## config.mk

```make
export PLATFORM = sky130hd
export DESIGN_NAME = alarm_sequencer
export DESIGN_NICKNAME = d
export VERILOG_FILES = /design/src/rtl/alarm_sequencer.sv
export SDC_FILE = /design/constraint.sdc
export NUM_CORES = 1
export LEC_CHECK = 0
export BUFFER_PORTS_ARGS = -buffer_cell sky130_fd_sc_hd__clkbuf_2
export CORE_MARGIN = 2
export CORE_UTILIZATION = 40
export CTS_CLUSTER_SIZE = 14
export DETAILED_ROUTE_END_ITERATION = 10
export SYNTH_ARGS = -nofsm -noshare
export SYNTH_HDL_FRONTEND = slang
export SYNTH_SLANG_ARGS = --single-unit
export TNS_END_PERCENT = 10
```

## constraint.sdc

```tcl
create_clock -name clk -period 2.74 [get_ports clk]
set_clock_uncertainty 0.2 [all_clocks]
set_input_delay 0.411 -clock clk [delete_from_list [all_inputs] [get_ports clk]]
set_output_delay 0.411 -clock clk [all_outputs]
set_load 0.01 [all_outputs]
```

## src/rtl/alarm_sequencer.sv

```systemverilog
// Alarm tune sequencer: starts the player on an alarm match, handles snooze/stop and ring
// timeout, and rotates the song choice on each re-ring after a snooze.
module alarm_sequencer #(
    parameter int unsigned RING_TIMEOUT_SEC = 60,
    parameter int unsigned SNOOZE_SEC       = 300,
    parameter int unsigned MAX_SNOOZES      = 3
) (
    input  logic                               clk,
    input  logic                               rst,
    input  logic                               tick_1hz,
    input  logic                               alarm_match,
    input  logic                               alarm_enable,
    input  logic                               snooze_btn,
    input  logic                               stop_btn,
    input  logic [1:0]                         cfg_sel,
    output logic                               alarm,
    output logic [1:0]                         sel,
    output logic                               song_restart,
    output logic                               snoozing,
    output logic [$clog2(MAX_SNOOZES+1)-1:0]   snooze_cnt
);

    localparam int unsigned TimerMax = (RING_TIMEOUT_SEC > SNOOZE_SEC) ? RING_TIMEOUT_SEC
                                                                       : SNOOZE_SEC;
    localparam int unsigned TimerW   = $clog2(TimerMax + 1);
    localparam int unsigned CntW     = $clog2(MAX_SNOOZES + 1);

    typedef enum logic [1:0] {StIdle, StRing, StSnooze} state_e;

    state_e              state_q, state_d;
    logic [TimerW-1:0]   timer_q, timer_d, timer_inc;
    logic [CntW-1:0]     cnt_q, cnt_d;
    logic [1:0]          sel_q, sel_d, norm_sel, sel_rot;
    logic [CntW+1:0]     sel_sum;
    logic                restart_q, restart_d;
    logic                alarm_q, snoozing_q;
    logic                armed_q, armed_d;
    logic                snooze_btn_q, stop_btn_q;
    logic                snooze_press, stop_press, quit;

    assign snooze_press = snooze_btn & ~snooze_btn_q;
    assign stop_press   = stop_btn & ~stop_btn_q;
    assign quit         = stop_press | ~alarm_enable;
    assign norm_sel     = (cfg_sel == 2'd3) ? 2'd0 : cfg_sel;
    assign timer_inc    = timer_q + TimerW'(1);
    // Each re-ring after a snooze moves one song further along from the user's choice.
    assign sel_sum      = (CntW+2)'(norm_sel) + (CntW+2)'(cnt_q);
    assign sel_rot      = 2'(sel_sum % (CntW+2)'(3));

    always_comb begin
        state_d   = state_q;
        timer_d   = timer_q;
        cnt_d     = cnt_q;
        sel_d     = sel_q;
        restart_d = 1'b0;
        // Re-arm only once the match condition has gone away.
        armed_d   = alarm_match ? armed_q : 1'b1;
        unique case (state_q)
            StIdle: begin
                if (alarm_enable && alarm_match && armed_q) begin
                    state_d   = StRing;
                    timer_d   = '0;
                    cnt_d     = '0;
                    sel_d     = norm_sel;
                    restart_d = 1'b1;
                    armed_d   = 1'b0;
                end
            end
            StRing: begin
                if (quit) begin
                    state_d = StIdle;
                    cnt_d   = '0;
                end else if (snooze_press && (cnt_q < CntW'(MAX_SNOOZES))) begin
                    state_d = StSnooze;
                    cnt_d   = cnt_q + CntW'(1);
                    timer_d = '0;
                end else if (tick_1hz) begin
                    timer_d = timer_inc;
                    if (timer_inc == TimerW'(RING_TIMEOUT_SEC)) begin
                        state_d = StIdle;
                        cnt_d   = '0;
                        timer_d = '0;
                    end
                end
            end
            StSnooze: begin
                if (quit) begin
                    state_d = StIdle;
                    cnt_d   = '0;
                end else if (tick_1hz) begin
                    timer_d = timer_inc;
                    if (timer_inc == TimerW'(SNOOZE_SEC)) begin
                        state_d   = StRing;
                        timer_d   = '0;
                        sel_d     = sel_rot;
                        restart_d = 1'b1;
                    end
                end
            end
            default: state_d = StIdle;
        endcase
    end

    always_ff @(posedge clk or negedge rst) begin
        if (!rst) begin
            state_q      <= StIdle;
            timer_q      <= '0;
            cnt_q        <= '0;
            sel_q        <= 2'd0;
            restart_q    <= 1'b0;
            alarm_q      <= 1'b0;
            snoozing_q   <= 1'b0;
            armed_q      <= 1'b1;
            snooze_btn_q <= 1'b0;
            stop_btn_q   <= 1'b0;
        end else begin
            state_q      <= state_d;
            timer_q      <= timer_d;
            cnt_q        <= cnt_d;
            sel_q        <= sel_d;
            restart_q    <= restart_d;
            alarm_q      <= (state_d == StRing);
            snoozing_q   <= (state_d == StSnooze);
            armed_q      <= armed_d;
            snooze_btn_q <= snooze_btn;
            stop_btn_q   <= stop_btn;
        end
    end

    assign alarm        = alarm_q;
    assign sel          = sel_q;
    assign song_restart = restart_q;
    assign snoozing     = snoozing_q;
    assign snooze_cnt   = cnt_q;

endmodule

```

=== Yosys cells after proc, flatten, opt, wreduce, memory -nomap -nowiden ===
Index checks and enable logic that the tools add are counted.

* Register bits after elaboration: 21
* Input bits: 9
* Output and inout port bits: 7
* Logic and storage cells: 85

* Add/subtract/negate cells: 3
* Div/mod/pow operators: 1
* Order comparisons: 1
* Equality and inequality tests: 16
* Muxes and demuxes: 39
* Bitwise logic cells: 6
* Reduce and logical (&&, ||, !) cells: 9

{| class="wikitable"
|+ Operators by type and width
! kind !! number
|-
| $mux 9 || 8
|-
| $mux 2 || 19
|-
| $pmux 9 s3 || 1
|-
| $ne 2x2->1 const B || 6
|-
| $pmux 2 s3 || 2
|-
| $reduce_and 5->1 || 2
|-
| $add 9x1->9 const B || 1
|-
| $eq 9x6->1 const B || 1
|-
| $eq 9x9->1 const B || 1
|-
| $ne 4x4->1 const B || 2
|-
| $mux 1 || 7
|-
| $eq 2x2->1 const B || 3
|-
| $reduce_and 6->1 || 1
|-
| $eq 2x1->1 const B || 2
|-
| $mod 4x2->4 const B || 1
|-
| $pmux 2 s2 || 1
|-
| $add 2x2->3 || 1
|-
| $logic_and 1x1->1 || 3
|-
| $ne 3x3->1 const B || 1
|-
| $not 1->1 || 3
|-
| $reduce_bool 3->1 || 1
|-
| $add 2x1->2 const B || 1
|-
| $and 1x1->1 || 2
|-
| $logic_not 2->1 || 1
|-
| 4 further kinds || 4
|}

=== Longest topological paths before layout ===
Gate-level depths: netlist of the first run.

* Depth after elaboration: 8
* Gate-level depth with buffers: 11
* Gate-level depth less buffers: 11

=== Worst setup path before layout of the first run ===
No wires, ideal clock.

* Kind: in2reg
* Start point: input port cfg_sel[0]
* End point: register sel_q[1] (netlist: sel[1])
* Setup time: 124 ps
* Arrival: 2081 ps
* Required time: 2416 ps
* Slack: 335 ps
* Stages on the path: 11
* Path buffers: 0
* Cell sequence: nor2b_1 > ha_1 > fa_1 > inv_1 > nor2_1 > ha_1 > a21oi_1 > o2bb2ai_1 > nand3_1 > mux2i_1 > a211o_1

* Cells in the longest elaborated chain, start to end: 8
* Elaborated cells on any way between the ends: 9
* Classes of those cells: 1 x add/sub; 1 x div; 1 x eq/ne; 6 x mux

{| class="wikitable"
|+ RTL lines
! element !! RTL line !! RTL
|-
| start: declaration || 15 || <nowiki>input logic [1:0] cfg_sel,</nowiki>
|-
| $eq 2x2->1 || 44 || <nowiki>assign norm_sel = (cfg_sel == 2'd3) ? 2'd0 : cfg_sel;</nowiki>
|-
| $mux 2 * || 44 ||
|-
| $add 2x2->3 || 47 || <nowiki>assign sel_sum = (CntW+2)'(norm_sel) + (CntW+2)'(cnt_q);</nowiki>
|-
| $mod 4x2->4 || 48 || <nowiki>assign sel_rot = 2'(sel_sum % (CntW+2)'(3));</nowiki>
|-
| $mux 2 || 92 || <nowiki>if (timer_inc == TimerW'(SNOOZE_SEC)) begin</nowiki>
|-
| $mux 2 || 90 || <nowiki>end else if (tick_1hz) begin</nowiki>
|-
| $mux 2 || 87 || <nowiki>if (quit) begin</nowiki>
|-
| $pmux 2 s2 * || 58 || <nowiki>unique case (state_q)</nowiki>
|-
| end signal: assignment || 120 || <nowiki>sel_q <= sel_d;</nowiki>
|-
| end: declaration || 33 || <nowiki>logic [1:0] sel_q, sel_d, norm_sel, sel_rot;</nowiki>
|}

Mark *: on every way between the ends. The rest lies on a longest branch, timed or not. The select of a mux whose other input is x is not followed.
A chain may end at the register's enable or synchronous reset.

=== Final worst setup path of the first run ===
* Start point: register timer_q[0]
* End point: register cnt_q[1] (netlist: snooze_cnt[1])

* Cells in the longest elaborated chain, start to end: 4

{| class="wikitable"
|+ RTL lines
! element !! RTL line !! RTL
|-
| start: declaration || 31 || <nowiki>logic [TimerW-1:0] timer_q, timer_d, timer_inc;</nowiki>
|-
| start signal: assignment || 118 || <nowiki>timer_q <= timer_d;</nowiki>
|-
| $add 9x1->9 || 45 || <nowiki>assign timer_inc = timer_q + TimerW'(1);</nowiki>
|-
| $eq 9x6->1 || 79 || <nowiki>if (timer_inc == TimerW'(RING_TIMEOUT_SEC)) begin</nowiki>
|-
| $ne 4x4->1 (no source line) || - ||
|-
| $reduce_and 5->1 (no source line) || - ||
|-
| end signal: assignment || 119 || <nowiki>cnt_q <= cnt_d;</nowiki>
|-
| end: declaration || 32 || <nowiki>logic [CntW-1:0] cnt_q, cnt_d;</nowiki>
|}

Every way passes these cells.

==> run metrics, run 1 <==
CTS Buf Count=3; crit-path max FO=8; #FFs+latches synth=21; DRC viols=0; DP Area=0.001672 mm2; syn_area_per_cell=between 8 and 9 um2; synthesized area=0.001549 mm2; Simple-Gate Fraction of Synth Area=0.2730; min cycle time layout=around 2600 ps; status=completed; Adder-Cell Fraction of Synth Area=0.08562; routed wire length=between 3000 and 4000 um; initial antenna violation count=0; Max Cap Viol=0; max-slew violation count=0; Cell Chain, Critical Path=ha_1 -> nand2b_1 -> o21bai_1 -> a221oi_4 -> nand4_2 -> a21oi_2 -> mux2_1; Worst-Skew Late Latency=260 ps; Finished Cell Area=0.001737 mm2; H-tree Lvls=1; WP data required=about 2700 ps; Yosys top cell by area=dfrtp_1; post-synthesis compound-gate area fraction=0.2100; Clock transition at path regs=~80 ps; leak pwr=0.8484 nW; setup TNS=0 ps; CP max-delay cell=dfrtp_2; post-route ant nets=0; initial core utilization=0.4199; Final Hold Viols=0; final worst setup slack=~150 ps; CP Class=reg2reg; Slew headroom=0.6471; initial drt markers=60; grt ovf=0; biggest cell delay along the critical path=460 ps; most common cell in the netlist=dfrtp_1; asr flop ratio synth=1.000; Pre-Repair DR Iteration Count=4; endpoints failing setup=0; post-synthesis cell type count=57; Reg2Reg Depth=7; placer congestion estimate=~0.94; Fmax=386.5 MHz; largest net degree at the start of global routing=22; XOR/XNOR Fraction of Synth Area=0.01131; Hold Path Depth=1; largest family of logic cells by synthesized area=simple AND/OR/NAND/NOR gates; RSZ-0062 raised after global routing=false; Synth area leaders=dfrtp_1 (32%), ha_1 (7.3%), nand2_1 (4.6%); layout cell share with drive strength beyond 1=0.1937; clock buffer depth=2; Post-synth EDFFs=0; Core Box Area=0.003689 mm2; pwr/cell area=~700 mW/mm2; Power Total=1.221 mW; # nets final=211; Ant. Diodes=0; CTS tree=yes; period utilization=0.9444; Post-Place Setup Slack=about 92 ps; # clock sinks=21; port buffer count=15; Critical path buffers and inverters=0; CP arrival=around 2500 ps; CP top delay family=compound AO/OA/AOI/OAI gates; DR WL/cell=approximately 14 um; gr usage total=0.1771; root buf cell=clkbuf_8; FP Rows=22; vias=between 1,000 and 1,500; die area=about 0.0044 mm2; first-pass GRT wire length=6037 um; worst vdd ir=between 0.0004 and 0.0005 V; Die X=approximately 66 um; post-synthesis sequential area ratio=0.3401; Ys Warns=0; mux cell area share after synthesis=0.02827; Vias/cell=~5.5; Area growth, synth to finish=12.12%; fill count=370; syn nets=193; Startpoint Class=register; Top FF cell, synth=dfrtp_1; Setup crit end kind=register; synth cell count leaders=dfrtp_1 (20), nand2_1 (19), inv_1 (13); CP Depth=7; Post-DP HPWL=around 2600 um; actual slew at the worst max-slew pin=~530 ps; Ports=16; worst min path class=in2reg; vias in the first global route=approximately 1,300; synthesized instance count=174; die height=between 60 and 70 um; post-synth top area share=0.3231
==> sequential cells by signal, summed over array words and instances, names as in the netlist <==
signal and cells:
snooze_cnt 2, alarm 1, timer_q 9, song_restart 1, armed_q 1, state_q 2
sel 2, stop_btn_q 1, snooze_btn_q 1, snoozing 1
==> placed cells by master, fill, tap and decap left out, types with 2 or more instances in the layout <==
cell type,count
nor3_1,5
nor4_1,2
nand2b_1,3
nor3b_1,2
nor2b_1,4
o211ai_1,5
clkbuf_8,3
or3_1,3
nand3_1,11
buf_4,3
nand4_1,3
nor2_1,9
o2111ai_1,2
o21ai_1,2
nand3b_1,2
a21oi_1,5
dfrtp_1,19
nand2_1,19
o21ai_0,6
mux2_1,2
a31oi_1,3
inv_1,13
ha_1,9
clkbuf_2,15
or2_2,2
and4_1,3
xnor2_1,2
o21a_1,2
==> kinds of logic (layout without fill, tap and decap cells) <==
| logic type | count (synthesis) | in the layout |
|---|---|---|
| adder cells (fa/ha/maj) | 10 | 10 |
| XOR/XNOR | 2 | 2 |
| buffers and inverters | 20 | 37 |
| AND/OR/NAND/NOR | 76 | 76 |
| AO/OA/AOI/OAI | 41 | 41 |
| multiplexers | 4 | 4 |
| flip-flops | 21 | 21 |
==> path summary, 6_finish.rpt <==
| path | startpoint | end | slack [ps] |
|---|---|---|---|
| worst max-delay path | timer_q[0] | snooze_cnt[1] | 150 |
| worst min-delay path | snooze_btn | snooze_btn_q | 60 |
| worst max register to register | timer_q[0] | snooze_cnt[1] | 150 |
| worst min register to register | armed_q | armed_q | 280 |
| max in group asynchronous | rst | timer_q[0] | 1510 |
| min in group asynchronous | rst | timer_q[1] | 450 |
==> power by group <==
part           total, mW  switching [mW]  internal (mW)
sequential         0.427          0.0543          0.372
combinational      0.584           0.358          0.226
clock              0.210           0.109          0.101
total               1.22           0.521          0.700
==> layout make-up <==
type	count	area, um2	share of cell area
clock buffer	3	41.29	0.02378
inverter	14	52.55	0.03026
tap	48	60.06	0.03458
clock inverter	1	5.005	0.002882
multi-input combinational	133	942.2	0.5425
timing repair buffer	19	107.6	0.06196
sequential	21	528.0	0.3040
==> layer usage <==
layer,track usage,vias up,share of wire
li1,-,660,-
met1,0.2591,624,0.51
met2,0.2800,31,0.45
met3,0.02044,4,0.038
met4,0.03827,0,0.0083
met5,0,-,0
==> timing repair <==
item	4_1_cts	5_1_grt
buffers inserted	0	1
hold endpoints to repair	20	0
resized for setup	0	1
endpoints found under the setup margin	0	1
hold buffers	1	0
==> per-stage QoR <==
stage               cells  hold WS [ps]    util
finish                239         60.75  0.4708
global route          239         59.18  0.4708
CTS                   238         61.53  0.4685
detailed placement    233         224.5  0.4532
global placement      233         215.6  0.4532
floorplan             174        -84.59       -
Power figures use the tool's default switching activity.
==> run 2: changes to the inputs <==
- ABC_AREA: not set -> 1
==> run 2 against run 1 <==
Effect of this change:
- fmax rose by 12%
- cell count grew 16%
- synthesized area increased by 0.16%
- critical path type unchanged
- largest cell class unchanged
==> run metrics, run 2 <==
synthesized area=0.001551 mm2 (was 0.001549 mm2); syn_area_per_cell=7.388 um2 (was 8.902 um2); biggest cell delay along the critical path=430 ps (was 460 ps); DR top layer=met4 (unchanged); post-synthesis cell type count=29 (was 57); gr usage total=0.1549 (was 0.1771); H-tree Lvls=1 (unchanged); Die X=66.28 um (was 66.23 um); Ys Warns=0 (unchanged); layout cell share with drive strength beyond 1=0.2314 (was 0.1937); DRC viols=0 (unchanged); worst vdd ir=0.0003695 V (was 0.0004564 V); Top reg by flops=timer_q (unchanged); pwr/cell area=626.8 mW/mm2 (was 702.8 mW/mm2); switching portion of total power=0.4233 (was 0.4268); Cell Count, Final, Fillers Out=277 (was 239); Post-synth EDFFs=0 (unchanged); Inst Count DP=272 (was 233); Pint=0.6281 mW (was 0.6996 mW); worst r2r dst=sel[1] (was snooze_cnt[1]); Clock transition at path regs=70 ps (was 80 ps); post-synthesis sequential area ratio=0.3395 (was 0.3401); Synth area leaders=dfrtp_1 (32%), nand2_1 (13%), ha_1 (7.3%) (was dfrtp_1 (32%), ha_1 (7.3%), nand2_1 (4.6%)); WP data required=2680 ps (was 2690 ps); clock buffer depth=2 (unchanged); Cell Chain, Critical Path=ha_1 -> fa_1 -> inv_1 -> nor2_1 -> ha_1 -> a21oi_1 -> nor2_1 -> a211oi_1 -> o31ai_2 (was ha_1 -> nand2b_1 -> o21bai_1 -> a221oi_4 -> nand4_2 -> a21oi_2 -> mux2_1); commonest non-fill, non-tap cell in the layout=nand2_1; Area growth, synth to finish=12.02% (was 12.12%); asr flop ratio synth=1.000 (unchanged); largest net degree at the start of global routing=22 (unchanged); CP top delay family=adder cells (was compound AO/OA/AOI/OAI gates); CTS tree=yes (unchanged); DP Area=0.001682 mm2 (was 0.001672 mm2); Fmax=433.6 MHz (was 386.5 MHz); actual slew at the worst max-slew pin=550.1 ps (was 529.4 ps); root buf cell=clkbuf_8 (unchanged); die area=0.004393 mm2 (was 0.004386 mm2); worst min path class=in2reg (unchanged); post-CTS resize count=0 (unchanged); Ports=16 (unchanged); Critical Path Start=snooze_cnt[0] (was timer_q[0]); setup TNS=0 ps (unchanged); # nets final=249 (was 211); CTS Buf Count=3 (unchanged); Startpoint Class=register (unchanged); leak pwr=0.8707 nW (was 0.8484 nW); M1 WL=1450 um (was 1722 um); endpoints failing setup=0 (unchanged); RSZ-0062 raised after global routing=false (unchanged); port buffer count=15 (unchanged); crit-path max FO=5 (was 8); r2r startpoint=snooze_cnt[0] (was timer_q[0]); R2R setup slack=430 ps (was 150 ps); initial drt markers=46 (was 60); initial antenna violation count=0 (unchanged); Vias/cell=4.809 (was 5.519); DR WL met3=100 um (was 129 um); min cycle time layout=2306 ps (was 2588 ps); Yosys top cell by area=dfrtp_1 (unchanged); Worst Hold Launch=snooze_btn (unchanged); Pre-Repair DR Iteration Count=4 (unchanged); status=completed (unchanged); Post-DP HPWL=2351 um (was 2579 um); Setup crit end kind=register (unchanged); synth cell count leaders=nand2_1 (54), inv_1 (27), dfrtp_1 (20) (was dfrtp_1 (20), nand2_1 (19), inv_1 (13)); initial core utilization=0.4206 (was 0.4199); CP Class=reg2reg (unchanged); max-slew violation count=0 (unchanged); placer congestion estimate=0.8692 (was 0.9438); synthesized instance count=210 (was 174); die height=66.28 um (was 66.23 um); Switch Pwr=0.4611 mW (was 0.5209 mW); Reg2Reg Depth=9 (was 7); commonest cells after routing, fill and taps aside=nand2_1 (54), inv_1 (27), dfrtp_1 (20) (was nand2_1 (19), dfrtp_1 (19), clkbuf_2 (15)); Finished Cell Area=0.001738 mm2 (was 0.001737 mm2); Reg power frac=0.362 (was 0.350); Top FF cell, synth=dfrtp_1 (unchanged); Final Hold Viols=0 (unchanged); vias in the first global route=1,194 (was 1,280); FP Rows=22 (unchanged); Combinational Power Share=0.450 (was 0.478); Worst-Skew Late Latency=260 ps (about the same); routed wire length=3016 um (was 3390 um); syn nets=229 (was 193); clock power share=0.188 (was 0.172); period utilization=0.8418 (was 0.9444); Core Box Area=0.003689 mm2 (unchanged); vias=1,332 (was 1,319); max FFs per register=9 (unchanged); Ant. Diodes=0 (unchanged); grt ovf=0 (unchanged); CP arrival=2250 ps (was 2540 ps); #FFs+latches synth=21 (unchanged); first-pass GRT wire length=5209 um (was 6037 um); post-synth top area share=0.3226 (was 0.3231); Worst Hold Path EP=snooze_btn_q (unchanged); most common cell in the netlist=nand2_1 (was dfrtp_1); Hold Path Depth=1 (unchanged); Met2 Wirelength=1415 um (was 1509 um); Slew headroom=0.6333 (was 0.6471); CP max-delay cell=dfrtp_1 (was dfrtp_2); Critical path buffers and inverters=1 (was 0); # clock sinks=21 (unchanged); post-route ant nets=0 (unchanged); Power Total=1.089 mW (was 1.221 mW); DR WL/cell=10.89 um (was 14.18 um); Max Cap Viol=0 (unchanged); hold_ws=63.37 ps (was 60.75 ps)
==> run 2: worst max-delay path by stage <==
| stage | slack [ps] | endpoint | depth (start not counted) |
|---|---|---|---|
| 2_1_floorplan | 470 | sel[1] | 11 |
| 3_3_place_gp | 310 | sel[1] | 12 |
| 3_5_place_dp | 260 | sel[1] | 12 |
| 4_1_cts | 410 | sel[1] | 9 |
| 5_1_grt | 220 | sel[1] | 9 |
| 6_report | 430 | sel[1] | 9 |
==> run 2: power groups by stage <==
stage          sequential [mW]  combinational [mW]  clock, mW
2_1_floorplan            0.409               0.347          0
4_1_cts                  0.396               0.498      0.216
3_3_place_gp             0.400               0.489          0
3_5_place_dp             0.402               0.496          0
5_1_grt                  0.402               0.555      0.228
6_report                 0.394               0.491      0.204
==> run 2: kinds of logic after synthesis <==
group                      synth area share
and+or+nand+nor                      0.4097
DFF                                  0.3395
AOI/OAI and AO/OA                   0.07823
xor gates and xnor gates           0.005646
buffers and inverters               0.08145
adders and majority gates           0.08549
==> run 2: repair_timing <==
item	CTS	global route
setup buffers	0	0
hold endpoints to repair	20	0
hold buffers	1	0
==> run 2: area by class of cell <==
cell class | count | area (um2)
clock buffer | 3 | 41.29
clock inverter | 1 | 5.005
fill | 388 | 1951
inverter | 30 | 113.9
multi-input combinational | 157 | 898.4
sequential | 21 | 526.8
tap | 48 | 60.06
timing repair buffer | 17 | 92.59
==> run 2: stage by stage <==
stage	util	worst slack [ps]
after detailed placement	0.4559	264.8
after global routing	0.4712	224.2
final	0.4712	433.6
after global placement	0.4559	313.2
after floorplan	-	466.5
after CTS	0.4712	410.5
==> run 2: worst reg2reg max path: stages (launching register included) <==
cell	delay, ps
dfrtp_1	430
ha_1	230
fa_1	420
inv_1	80
nor2_1	50
ha_1	170
a21oi_1	230
nor2_1	70
a211oi_1	220
o31ai_2	110
==> run 2: layer usage <==
metal / track usage / vias to the layer above
met5: 0 / -
met4: 0.06122 / 0
met3: 0.02044 / 4
met2: 0.2625 / 28
met1: 0.1981 / 593
li1: - / 707
==> run 3: changes to the inputs <==
- ABC_AREA: 1 -> 0
- clock period: 2.74 -> 2.2 ns (I/O delays scaled with it)
==> run 3 against run 2 <==
Effect of this change:
- the flow now finishes with violations (setup timing)
- total power up 63%
- sequential power up 34%
- fmax down 0.99%
- critical path type unchanged
- highest routed layer unchanged
- core utilization up 11 points
- sequential cell count unchanged
- first-iteration DRC count up 39%
- critical path depth down 2
- wire length up 36%
- register-to-register slack worse by 560 ps
- cell count down 0.36%
==> run metrics, run 3 (synthesis results as in run 1) <==
gr usage total=0.2072 (was 0.1549); grt ovf=0 (unchanged); die height=66.23 um (was 66.28 um); root buf cell=clkbuf_8 (unchanged); Startpoint Class=register (unchanged); Switch Pwr=0.7339 mW (was 0.4611 mW); actual slew at the worst max-slew pin=541.2 ps (was 550.1 ps); Reg power frac=0.297 (was 0.362); Met2 Wirelength=2027 um (was 1415 um); commonest cells after routing, fill and taps aside=buf_4 (35), dfrtp_1 (20), nand2_1 (19) (was nand2_1 (54), inv_1 (27), dfrtp_1 (20)); endpoints failing setup=13 (was 0); DR WL met3=185 um (was 100 um); leak pwr=1.041 nW (was 0.8707 nW); Area growth, synth to finish=38.61% (was 12.02%); Final Hold Viols=0 (unchanged); period utilization=1.059 (was 0.8418); Fmax=429.3 MHz (was 433.6 MHz); Top reg by flops=timer_q (unchanged); Setup crit end kind=register (unchanged); M1 WL=1749 um (was 1450 um); die area=0.004386 mm2 (was 0.004393 mm2); Post-DP HPWL=2952 um (was 2351 um); Slew headroom=0.6392 (was 0.6333); crit-path max FO=4 (was 5); placer congestion estimate=0.9024 (was 0.8692); Power Total=1.772 mW (was 1.089 mW); FP Rows=22 (unchanged); status=finished with violations (was completed); Vias/cell=5.547 (was 4.809); final worst setup slack=-129.5 ps (was 433.6 ps); port buffer count=15 (unchanged); CTS tree=yes (unchanged); failing checks=setup timing; WP data required=2160 ps (was 2680 ps); vias=1,531 (was 1,332); Post-Place Setup Slack=-302.2 ps (was 264.8 ps); Die X=66.23 um (was 66.28 um); routed wire length=4103 um (was 3016 um); Pre-Repair DR Iteration Count=4 (unchanged); initial antenna violation count=0 (unchanged); largest net degree at the start of global routing=22 (unchanged); first-pass GRT wire length=6927 um (was 5209 um); H-tree Lvls=1 (unchanged); DR WL/cell=14.87 um (was 10.89 um); worst vdd ir=0.0005728 V (was 0.0003695 V); DR top layer=met4 (unchanged); max-slew violation count=0 (unchanged); worst min path class=in2reg (unchanged); # clock sinks=21 (unchanged); layout cell share with drive strength beyond 1=0.3904 (was 0.2314); vias in the first global route=1,537 (was 1,194); post-route ant nets=0 (unchanged); switching portion of total power=0.4142 (was 0.4233); Worst-Skew Late Latency=270 ps (was 260 ps); Cell Count, Final, Fillers Out=276 (was 277); Combinational Power Share=0.552 (was 0.450); CP arrival=2290 ps (was 2250 ps); CP Class=reg2reg (unchanged); pwr/cell area=825.3 mW/mm2 (was 626.8 mW/mm2); clock power share=0.151 (was 0.188); CTS Buf Count=3 (unchanged); initial core utilization=0.4199 (was 0.4206); Core Box Area=0.003689 mm2 (unchanged); Pint=1.038 mW (was 0.6281 mW); setup TNS=-937.8 ps (was 0 ps); # nets final=248 (was 249); max FFs per register=9 (unchanged); Ant. Diodes=0 (unchanged); Ports=16 (unchanged); Inst Count DP=265 (was 272); DRC viols=0 (unchanged); min cycle time layout=2329 ps (was 2306 ps); Clock transition at path regs=80 ps (was 70 ps); Max Cap Viol=0 (unchanged); initial drt markers=64 (was 46); clock buffer depth=2 (unchanged); commonest non-fill, non-tap cell in the layout=buf_4 (was nand2_1); RSZ-0062 raised after global routing=true (was false)
==> run 3: cell count changes in the layout (fill, tap and decap cells not counted), sizes merged, moves of 4 or more <==
cell	delta
buf	+37
inv	-15
nand2	-50
nand4	-5
nor2	-18
nor2b	+4
o211ai	+5
o21ai	-4
or3	+4
==> run 3: critical path, cell delays in order (launching register included) <==
cell and delay, ps:
dfrtp_1 420, ha_2 210, nand2b_4 140, o21bai_4 170, a221oi_4 380, nand4_2 170, a21oi_2 190, mux2_1 340
==> run 3: layout make-up <==
cell class,instances,area [um2]
Inverter,14,52.55
Multi-Input combinational cell,133,1060
Clock inverter,1,5.005
Sequential cell,21,526.8
Timing Repair Buffer,56,401.6
Clock buffer,3,41.29
Fill cell,326,1541
Tap cell,48,60.06
==> run 3: final timing paths <==
kind | startpoint | end | slack, ps | cells after the start
max | timer_q[1] | snooze_cnt[1] | -130 | 7
min | alarm_match | armed_q | 30 | 2
max in group asynchronous | rst | armed_q | 1060 | 2
min in group asynchronous | rst | timer_q[0] | 370 | 2
max reg2reg | timer_q[1] | snooze_cnt[1] | -130 | 7
min reg2reg | armed_q | armed_q | 280 | 2
==> run 3: timing repair <==
item	4_1_cts	5_1_grt
endpoints found under the hold margin	22	0
hold buffers	3	0
endpoints found under the setup margin	16	18
pin swaps	10	5
buffers inserted	3	1
gates cloned	0	0
resized for setup	10	6
==> run 3: per-layer routing <==
layer / up-vias / GRT usage
li1: 741 / -
met4: 0 / 0.08418
met2: 58 / 0.3525
met3: 18 / 0.03066
met5: - / 0
met1: 714 / 0.2609
==> run 3: power groups by stage <==
stage / Combinational [mW] / Sequential (mW) / Clock, mW
after floorplan: 0.506 / 0.544 / 0
after global placement: 0.871 / 0.526 / 0
after detailed placement: 0.890 / 0.532 / 0
after CTS: 0.951 / 0.525 / 0.271
after global routing: 1.08 / 0.538 / 0.297
final: 0.978 / 0.526 / 0.268
==> run 3: per-stage QoR <==
stage               utilization  instance area [um2]  hold slack, ps
detailed placement       0.5312                 1959           141.7
floorplan                     -                 1597          -165.6
CTS                      0.5706                 2105           15.64
finish                   0.5821                 2147           25.81
global route             0.5821                 2147           20.05
global placement         0.5312                 1959           140.5
